$ cat src/rtl/cpu_pkg.sv
// Shared core definitions: sequencing FSM states, forwarding-select codes and the NOP encoding.
package cpu_pkg;

   typedef enum logic [0:0] {
      RUN      = 1'b0,
      MEM_WAIT = 1'b1
   } seq_state_e;

   localparam logic [1:0] FWD_REG   = 2'b00;
   localparam logic [1:0] FWD_MEMWB = 2'b01;
   localparam logic [1:0] FWD_EXMEM = 2'b10;

   // addi x0, x0, 0
   localparam logic [31:0] NOP_INSTR = 32'h0000_0013;

endpackage

$ cat src/rtl/sat_counter.sv
// Saturating up-counter: holds at all-ones instead of wrapping.
module sat_counter #(
   parameter int W = 32
) (
   input  logic         clk,
   input  logic         reset,
   input  logic         inc,
   output logic [W-1:0] count
);

   // Count register, frozen once every bit is set.
   always_ff @(posedge clk or posedge reset) begin
      if (reset) begin
         count <= {W{1'b0}};
      end else if (inc && (count != {W{1'b1}})) begin
         count <= count + W'(1);
      end
   end

endmodule

$ cat src/rtl/hazard_stall_ctrl.sv
// Pipeline stall/bubble/flush sequencing for load-use, EX redirects and data-memory waits,
// with saturating performance counters and a sticky memory-timeout flag.
module hazard_stall_ctrl
   import cpu_pkg::*;
#(
   parameter int CNT_W    = 32,
   parameter int MAX_WAIT = 64
) (
   input  logic             clk,
   input  logic             reset,
   input  logic [4:0]       IFID_rs1,
   input  logic [4:0]       IFID_rs2,
   input  logic             IFID_uses_rs1,
   input  logic             IFID_uses_rs2,
   input  logic [4:0]       IDEX_rd,
   input  logic             IDEX_MemRead,
   input  logic             EX_redirect,
   input  logic             dmem_req,
   input  logic             dmem_ready,
   output logic             PC_write,
   output logic             IFID_write,
   output logic             IFID_flush,
   output logic             IDEX_flush,
   output logic             pipe_hold,
   output logic [CNT_W-1:0] stall_cycles,
   output logic [CNT_W-1:0] flush_events,
   output logic             mem_timeout
);

   localparam int WAIT_W = $clog2(MAX_WAIT + 1);
   localparam logic [WAIT_W-1:0] WAIT_MAX = WAIT_W'(MAX_WAIT);

   seq_state_e        state_r;
   seq_state_e        state_nxt_s;
   logic [WAIT_W-1:0] wait_cnt_r;
   logic [WAIT_W-1:0] wait_nxt_s;
   logic              mem_timeout_r;
   logic              memwait_s;
   logic              loaduse_s;
   logic              stall_inc_s;
   logic              flush_inc_s;

   // Hazard detection and priority-encoded pipeline controls.
   always_comb begin
      memwait_s  = dmem_req & ~dmem_ready;
      loaduse_s  = IDEX_MemRead & (IDEX_rd != 5'd0) &
                   ((IFID_uses_rs1 & (IDEX_rd == IFID_rs1)) |
                    (IFID_uses_rs2 & (IDEX_rd == IFID_rs2)));
      PC_write   = 1'b1;
      IFID_write = 1'b1;
      IFID_flush = 1'b0;
      IDEX_flush = 1'b0;
      pipe_hold  = 1'b0;
      if (reset) begin
         PC_write   = 1'b0;
         IFID_write = 1'b0;
         IFID_flush = 1'b1;
         IDEX_flush = 1'b1;
      end else if (memwait_s) begin
         // EX is frozen, so a redirect or load-use stays pending until ready.
         PC_write   = 1'b0;
         IFID_write = 1'b0;
         pipe_hold  = 1'b1;
      end else if (EX_redirect) begin
         IFID_flush = 1'b1;
         IDEX_flush = 1'b1;
      end else if (loaduse_s) begin
         PC_write   = 1'b0;
         IFID_write = 1'b0;
         IDEX_flush = 1'b1;
      end else begin
         PC_write   = 1'b1;
      end
      stall_inc_s = ~reset & ~PC_write;
      flush_inc_s = ~reset & ~memwait_s & EX_redirect;
   end

   // Next state and consecutive-wait count; a dropped request exits without a timeout.
   always_comb begin
      state_nxt_s = RUN;
      wait_nxt_s  = {WAIT_W{1'b0}};
      case (state_r)
         RUN: begin
            if (memwait_s) begin
               state_nxt_s = MEM_WAIT;
               wait_nxt_s  = WAIT_W'(1);
            end else begin
               state_nxt_s = RUN;
            end
         end
         MEM_WAIT: begin
            if (memwait_s) begin
               state_nxt_s = MEM_WAIT;
               wait_nxt_s  = (wait_cnt_r == WAIT_MAX) ? WAIT_MAX : wait_cnt_r + WAIT_W'(1);
            end else begin
               state_nxt_s = RUN;
            end
         end
         default: begin
            state_nxt_s = RUN;
         end
      endcase
   end

   // State, wait counter and sticky timeout registers.
   always_ff @(posedge clk or posedge reset) begin
      if (reset) begin
         state_r       <= RUN;
         wait_cnt_r    <= {WAIT_W{1'b0}};
         mem_timeout_r <= 1'b0;
      end else begin
         state_r    <= state_nxt_s;
         wait_cnt_r <= wait_nxt_s;
         if (wait_nxt_s == WAIT_MAX) begin
            mem_timeout_r <= 1'b1;
         end
      end
   end

   assign mem_timeout = mem_timeout_r;

   sat_counter #(.W(CNT_W)) u_stall_cnt (
      .clk   (clk),
      .reset (reset),
      .inc   (stall_inc_s),
      .count (stall_cycles)
   );

   sat_counter #(.W(CNT_W)) u_flush_cnt (
      .clk   (clk),
      .reset (reset),
      .inc   (flush_inc_s),
      .count (flush_events)
   );

endmodule

$ cat config.mk
export PLATFORM = sky130hd
export DESIGN_NAME = hazard_stall_ctrl
export DESIGN_NICKNAME = d
export VERILOG_FILES = /design/src/rtl/cpu_pkg.sv /design/src/rtl/sat_counter.sv /design/src/rtl/hazard_stall_ctrl.sv
export SDC_FILE = /design/constraint.sdc
export NUM_CORES = 1
export LEC_CHECK = 0
export CAP_MARGIN = 15
export CORE_MARGIN = 4
export CORE_UTILIZATION = 25
export CTS_CLUSTER_DIAMETER = 100
export DETAILED_ROUTE_END_ITERATION = 10
export PLACE_DENSITY = 0.46
export SYNTH_ARGS = -nofsm -noshare
export SYNTH_HDL_FRONTEND = slang
export SYNTH_SLANG_ARGS = --single-unit
$ cat constraint.sdc
create_clock -name clk -period 3.28 [get_ports clk]
set_input_delay 0.328 -clock clk [delete_from_list [all_inputs] [get_ports clk]]
set_output_delay 0.328 -clock clk [all_outputs]
set_load 0.03 [all_outputs]
## Word-level counts from Yosys, hierarchy flattened

Index checks and enable logic that the tools add are counted.

- Register bits: 73
- Input bits: 23
- Output and inout port bits: 70
- Logic and storage cells: 48

- Add/subtract/negate cells: 3
- Equal/unequal tests: 6
- Multiplexer cells: 17
- Bitwise logic cells: 14
- Reductions and logical operators: 3

Operator list:

| cell | count |
|---|---|
| $add 32x1->32 const B | 2 |
| $ne 32x32->1 const B | 2 |
| $eq 7x7->1 const B | 2 |
| $mux 1 | 14 |
| $mux 7 | 2 |
| $pmux 7 s2 | 1 |
| $eq 5x5->1 | 2 |
| $and 1x1->1 | 8 |
| $add 7x1->7 const B | 1 |
| $not 1->1 | 5 |
| $reduce_bool 5->1 | 1 |
| $logic_and 1x1->1 | 2 |
| $or 1x1->1 | 1 |

## Logic depth before layout (Yosys ltp)

- Depth after elaboration: 11
- Gate-level depth with buffers: 9
- Gate-level depth less buffers: 7

## By module

A second synthesis with hierarchy kept.

- Cells, all modules: 350
- Area total of the unflattened synthesis: 3788.6 um^2

Modules (own cells, without submodules):

| module | times used | cells each | area an instance (um^2) | seq. area each (um^2) |
|---|---|---|---|---|
| sat_counter | 2 | 139 | 1561.5 | 800.8 |
| hazard_stall_ctrl | 1 | 72 | 665.6 | 225.2 |

## Worst setup path after synthesis

OpenSTA, ideal clock, no wires.

- Kind: input to register
- Start point: input port reset
- End point: register u_flush_cnt.count[1]
- Setup time: 125 ps
- Arrival: 3078 ps
- Required time: 3155 ps
- Setup slack: 77 ps
- Cell stages on the path: 4
- Buffers on the path: 0
- Cell sequence: inv_1 -> nand3_1 -> nor2b_1 -> mux2_2

- Cells in the longest elaborated chain, start to end: 4

Ends and longest elaborated chain:

| item | RTL line | source |
|---|---|---|
| start: declaration | hazard_stall_ctrl.sv:10 | `input logic reset,` |
| $not 1->1 | hazard_stall_ctrl.sv:75 | `flush_inc_s = ~reset & ~memwait_s & EX_redirect;` |
| $and 1x1->1 (2 in a row) | hazard_stall_ctrl.sv:75 |  |
| $logic_and 1x1->1 | sat_counter.sv:15 | `end else if (inc && (count != {W{1'b1}})) begin` |
| end signal: assignment | sat_counter.sv:14 | `count <= {W{1'b0}};` |
| end signal: assignment | sat_counter.sv:16 | `count <= count + W'(1);` |
| end: declaration | sat_counter.sv:8 | `output logic [W-1:0] count` |

No other way between the ends.
A chain may end at the register's enable or synchronous reset.

## Final worst setup path

- Start point: input port IDEX_rd[4]
- End point: output port IDEX_flush

- Cells in the longest elaborated chain, start to end: 8
- Elaborated cells on any way between the ends: 12
- Classes of those cells: eq/ne (2); mux (4); bitwise (5); reduce/logical (1)

Ends and longest elaborated chain:

| item | RTL line | source |
|---|---|---|
| start: declaration | hazard_stall_ctrl.sv:15 | `input logic [4:0] IDEX_rd,` |
| $eq 5x5->1 (on tied branches) | hazard_stall_ctrl.sv:47, hazard_stall_ctrl.sv:48 |  |
| $and 1x1->1 (on tied branches) | hazard_stall_ctrl.sv:47, hazard_stall_ctrl.sv:48 |  |
| $or 1x1->1 | hazard_stall_ctrl.sv:47 | `((IFID_uses_rs1 & (IDEX_rd == IFID_rs1)) \|` |
| $and 1x1->1 * | hazard_stall_ctrl.sv:46 | `loaduse_s = IDEX_MemRead & (IDEX_rd != 5'd0) &` |
| $mux 1 * | hazard_stall_ctrl.sv:67 | `end else if (loaduse_s) begin` |
| $mux 1 * | hazard_stall_ctrl.sv:64 | `end else if (EX_redirect) begin` |
| $mux 1 * | hazard_stall_ctrl.sv:59 | `end else if (memwait_s) begin` |
| $mux 1 * | hazard_stall_ctrl.sv:54 | `if (reset) begin` |
| end: declaration | hazard_stall_ctrl.sv:23 | `output logic IDEX_flush,` |

Mark *: on every way between the ends. The rest lies on a longest branch, timed or not.

==> results.toml <==
[run_status]
outcome = "completed"

[layout]
area_delta_synth_final_pct = 38.0
mostFrequentLayoutCell = "clkdlybuf4s50_1"
utilization_pct = 35.2
filler_cell_count = 1507
layout_common_cells = "clkdlybuf4s50_1 (92), dfrtp_1 (73), xor2_1 (46)"
final_layout_size_suffix_gt1_share_pct = 10.4
finish.net_count = 492

[clock_tree]
htree_num_levels = 3
post_cts_buffers = 0
cts.root.buffer_cell = "clkbuf_16"
postCtsHoldBufs = 0
cts_tree = "built"
cts_made_buffers = 9
clkSlewWorstSetupHoldPaths_ps = 60
worst_skew_pair.late_latency_ps = 340
cts.path.max_buffers = 2
cts.sink_count = 73
ctsResizeCount = 0

[floorplan]
fp.dieArea_um2 = 17500
placementRows = 45
starting_density_of_the_core_pct = 25.5
die_y_um = 132
chipWidth_um = 132
floorplan.core_area_um2 = 15100
floorplan.io_pins = 93

[detailed_routing]
drt-total-wl_mm = 10.1
vias = 3059
wl_per_cell_um = 15.4
drt_drc_violations_left = 0
post_drt_via_cell_ratio = 4.64
remaining_antenna_violation_count_after_routing = 0
drt_pass1_iterations = 4
detail_route.iter0.violations = 160

[critical_path]
timing.critical_path.required_ps = 2950
worst_setup_path_end_kind = "primary output"
endpoint_of_the_worst_register_to_register_path = "u_stall_cnt.count[1]"
setup.worst_path.class = "in2out"
rr_startpoint = "u_stall_cnt.count[0]"
crit_path_start_kind = "input pin"
critical_path.cell_chain = "clkdlybuf4s50_1, xnor2_1, nand4_1, o22ai_1, nand3_1, o21ai_0, clkdlybuf4s50_1"
worst_path_max_delay_cell = "clkdlybuf4s50_1"
worst_path_dominant_cell_family = "buffers and inverters"
critical_path_peak_fanout = 4
critPathArrivalTime_ps = 2680
critPathMaxStageDelay_ps = 730
buffers_and_inverters_on_the_worst_path = 2
worst-r2r-cell-count = 7
r2r_setup_slack_ps = 1000
critPathMostFrequentCell = "clkdlybuf4s50_1"

[synthesis]
synth_cells = 367
synth_warnings = 0
synth_enable_flop_cells = 0
synthTopCellsByArea = "dfrtp_1 (47%), xor2_1 (10%), xnor2_1 (6.8%)"
synth-seq-cells = 73
syn-cell-area_um2 = 3860
yosysTopAreaCell = "dfrtp_1"
synth_largest_type_area_fraction_pct = 47.3
async_flop_share_pct = 100
synth_fp_nets = 394
ys_seq_area_share_pct = 47.3
synthDistinctLibCells = 51
syn_area_per_cell_um2 = 10.5
synth-main-ff-cell = "dfrtp_1"

[sta]
max_slew_headroom_pct = 36.4
timing_hold_violations_final = 0
clock_skew_ps = 8.07
fmaxAchievable_mhz = 332
setup_violations = 0
rsz0062_at_grt = "no"
tightest_slew_ps = 954
hold-worst-slack_ps = 491
clock_period_minus_final_worst_setup_slack_ps = 3010
post-route-period-util_pct = 91.8
setup_tns_ps = 0
timing_max_transition_violations_final = 0

[job]
max_cap_viol_count = 0

[placed_design]
dp_hpwl_mm = 7.34
io_buffer_count = 92
gpl.final_weighted_congestion = 0.745

[worst_hold_path]
hold_path_depth = 1
timing.hold.worst_endpoint = "u_flush_cnt.count[17]"
hp-class = "reg2reg"
hp-start = "u_flush_cnt.count[17]"

[global_routing]
grt_antenna_before_repair = 0
vias_in_the_first_global_route = 3158
grt_usage_pct = 12.0
grt_pass1_wl_mm = 16.9
global_route.overflow_total = 0
grt_start_max_net_pins = 74

[power]
cellPowerDensity_nw_per_um2 = 494
power.leakage_nw = 2.30
irDropWorstVdd_mv = 0.276
==> cell usage after synthesis (2+ instances only) <==
library cell / count
dfrtp_1: 73
xor2_1: 46
nand2_1: 30
xnor2_1: 30
nand3_1: 25
nor2_1: 23
nand4_1: 18
nor3_1: 16
nor4_1: 14
inv_1: 13
and4_1: 6
nor4_2: 6
and2_1: 4
and3_1: 4
ha_1: 4
o21ai_0: 4
buf_4: 3
nor3_2: 3
a21oi_1: 2
buf_2: 2
clkbuf_1: 2
mux2_2: 2
nand4_2: 2
nor2b_1: 2
nor3b_1: 2
nor4b_2: 2
o22ai_1: 2
or2_2: 2
or3_1: 2
or3_4: 2
==> stage by stage <==
stage               instance area (µm²)  worst slack (ps)  instances  power (mW)
finish                             5330               268        659        2.63
CTS                                5320               175        658        2.68
floorplan                          3860              76.8        367        1.33
detailed placement                 4990               182        642        1.56
global route                       5320               105        658        2.76
global placement                   4990               230        642        1.56
==> sequential cells by signal, indices dropped and copies added, names as in the netlist <==
register	flops
u_stall_cnt.count	32
u_flush_cnt.count	32
wait_cnt_r	7
mem_timeout	1
state_r	1
==> where the power goes <==
group          switching (mW)  leakage, nW  internal [mW]  total, mW
Clock                   0.387        0.162          0.705       1.09
Combinational           0.259         1.16          0.207      0.466
Sequential              0.104        0.978          0.968       1.07
==> area by class of cell <==
class                      count  area, µm²  share of cell area [%]
antenna                        1       2.50                  0.0470
clock buffer                  11        253                    4.75
clock inverter                 5       77.6                    1.46
timing repair buffer          95        943                    17.7
sequential                    73       1830                    34.3
multi-input combinational    272       1940                    36.3
inverter                      14       52.6                   0.987
tap                          188        235                    4.42
==> cell families (layout without fill, tap and decap cells) <==
group                      after synthesis  in the layout  share of synthesized area, %
adders and majority gates                4              4                          1.30
muxes                                    3              3                         0.843
other                                    0              1                             0
DFF                                     73             73                          47.3
and+or+nand+nor                        173            173                          27.3
xor gates and xnor gates                76             76                          17.2
AOI/OAI and AO/OA                       16             16                          3.31
buffers and inverters                   22            125                          2.69
==> worst max-delay path by stage <==
stage / cells after the start / to / start / slack (ps)
global placement: 7 / IDEX_flush / IDEX_rd[1] / 230
finish: 7 / IDEX_flush / IDEX_rd[4] / 270
detailed placement: 7 / IDEX_flush / IDEX_rd[4] / 180
global route: 7 / IDEX_flush / IDEX_rd[1] / 110
CTS: 7 / IDEX_flush / IDEX_rd[4] / 170
floorplan: 4 / u_flush_cnt.count[1] / reset / 80
==> routing by layer <==
layer / vias up / global-route usage [%] / routed length, µm
li1: 1501 / - / -
met1: 1476 / 15.1 / 4590
met2: 78 / 19.4 / 4810
met3: 4 / 5.11 / 680
met4: 0 / 2.60 / 60
met5: - / 0 / 0
No activity file was read; power rests on OpenSTA's default activity.
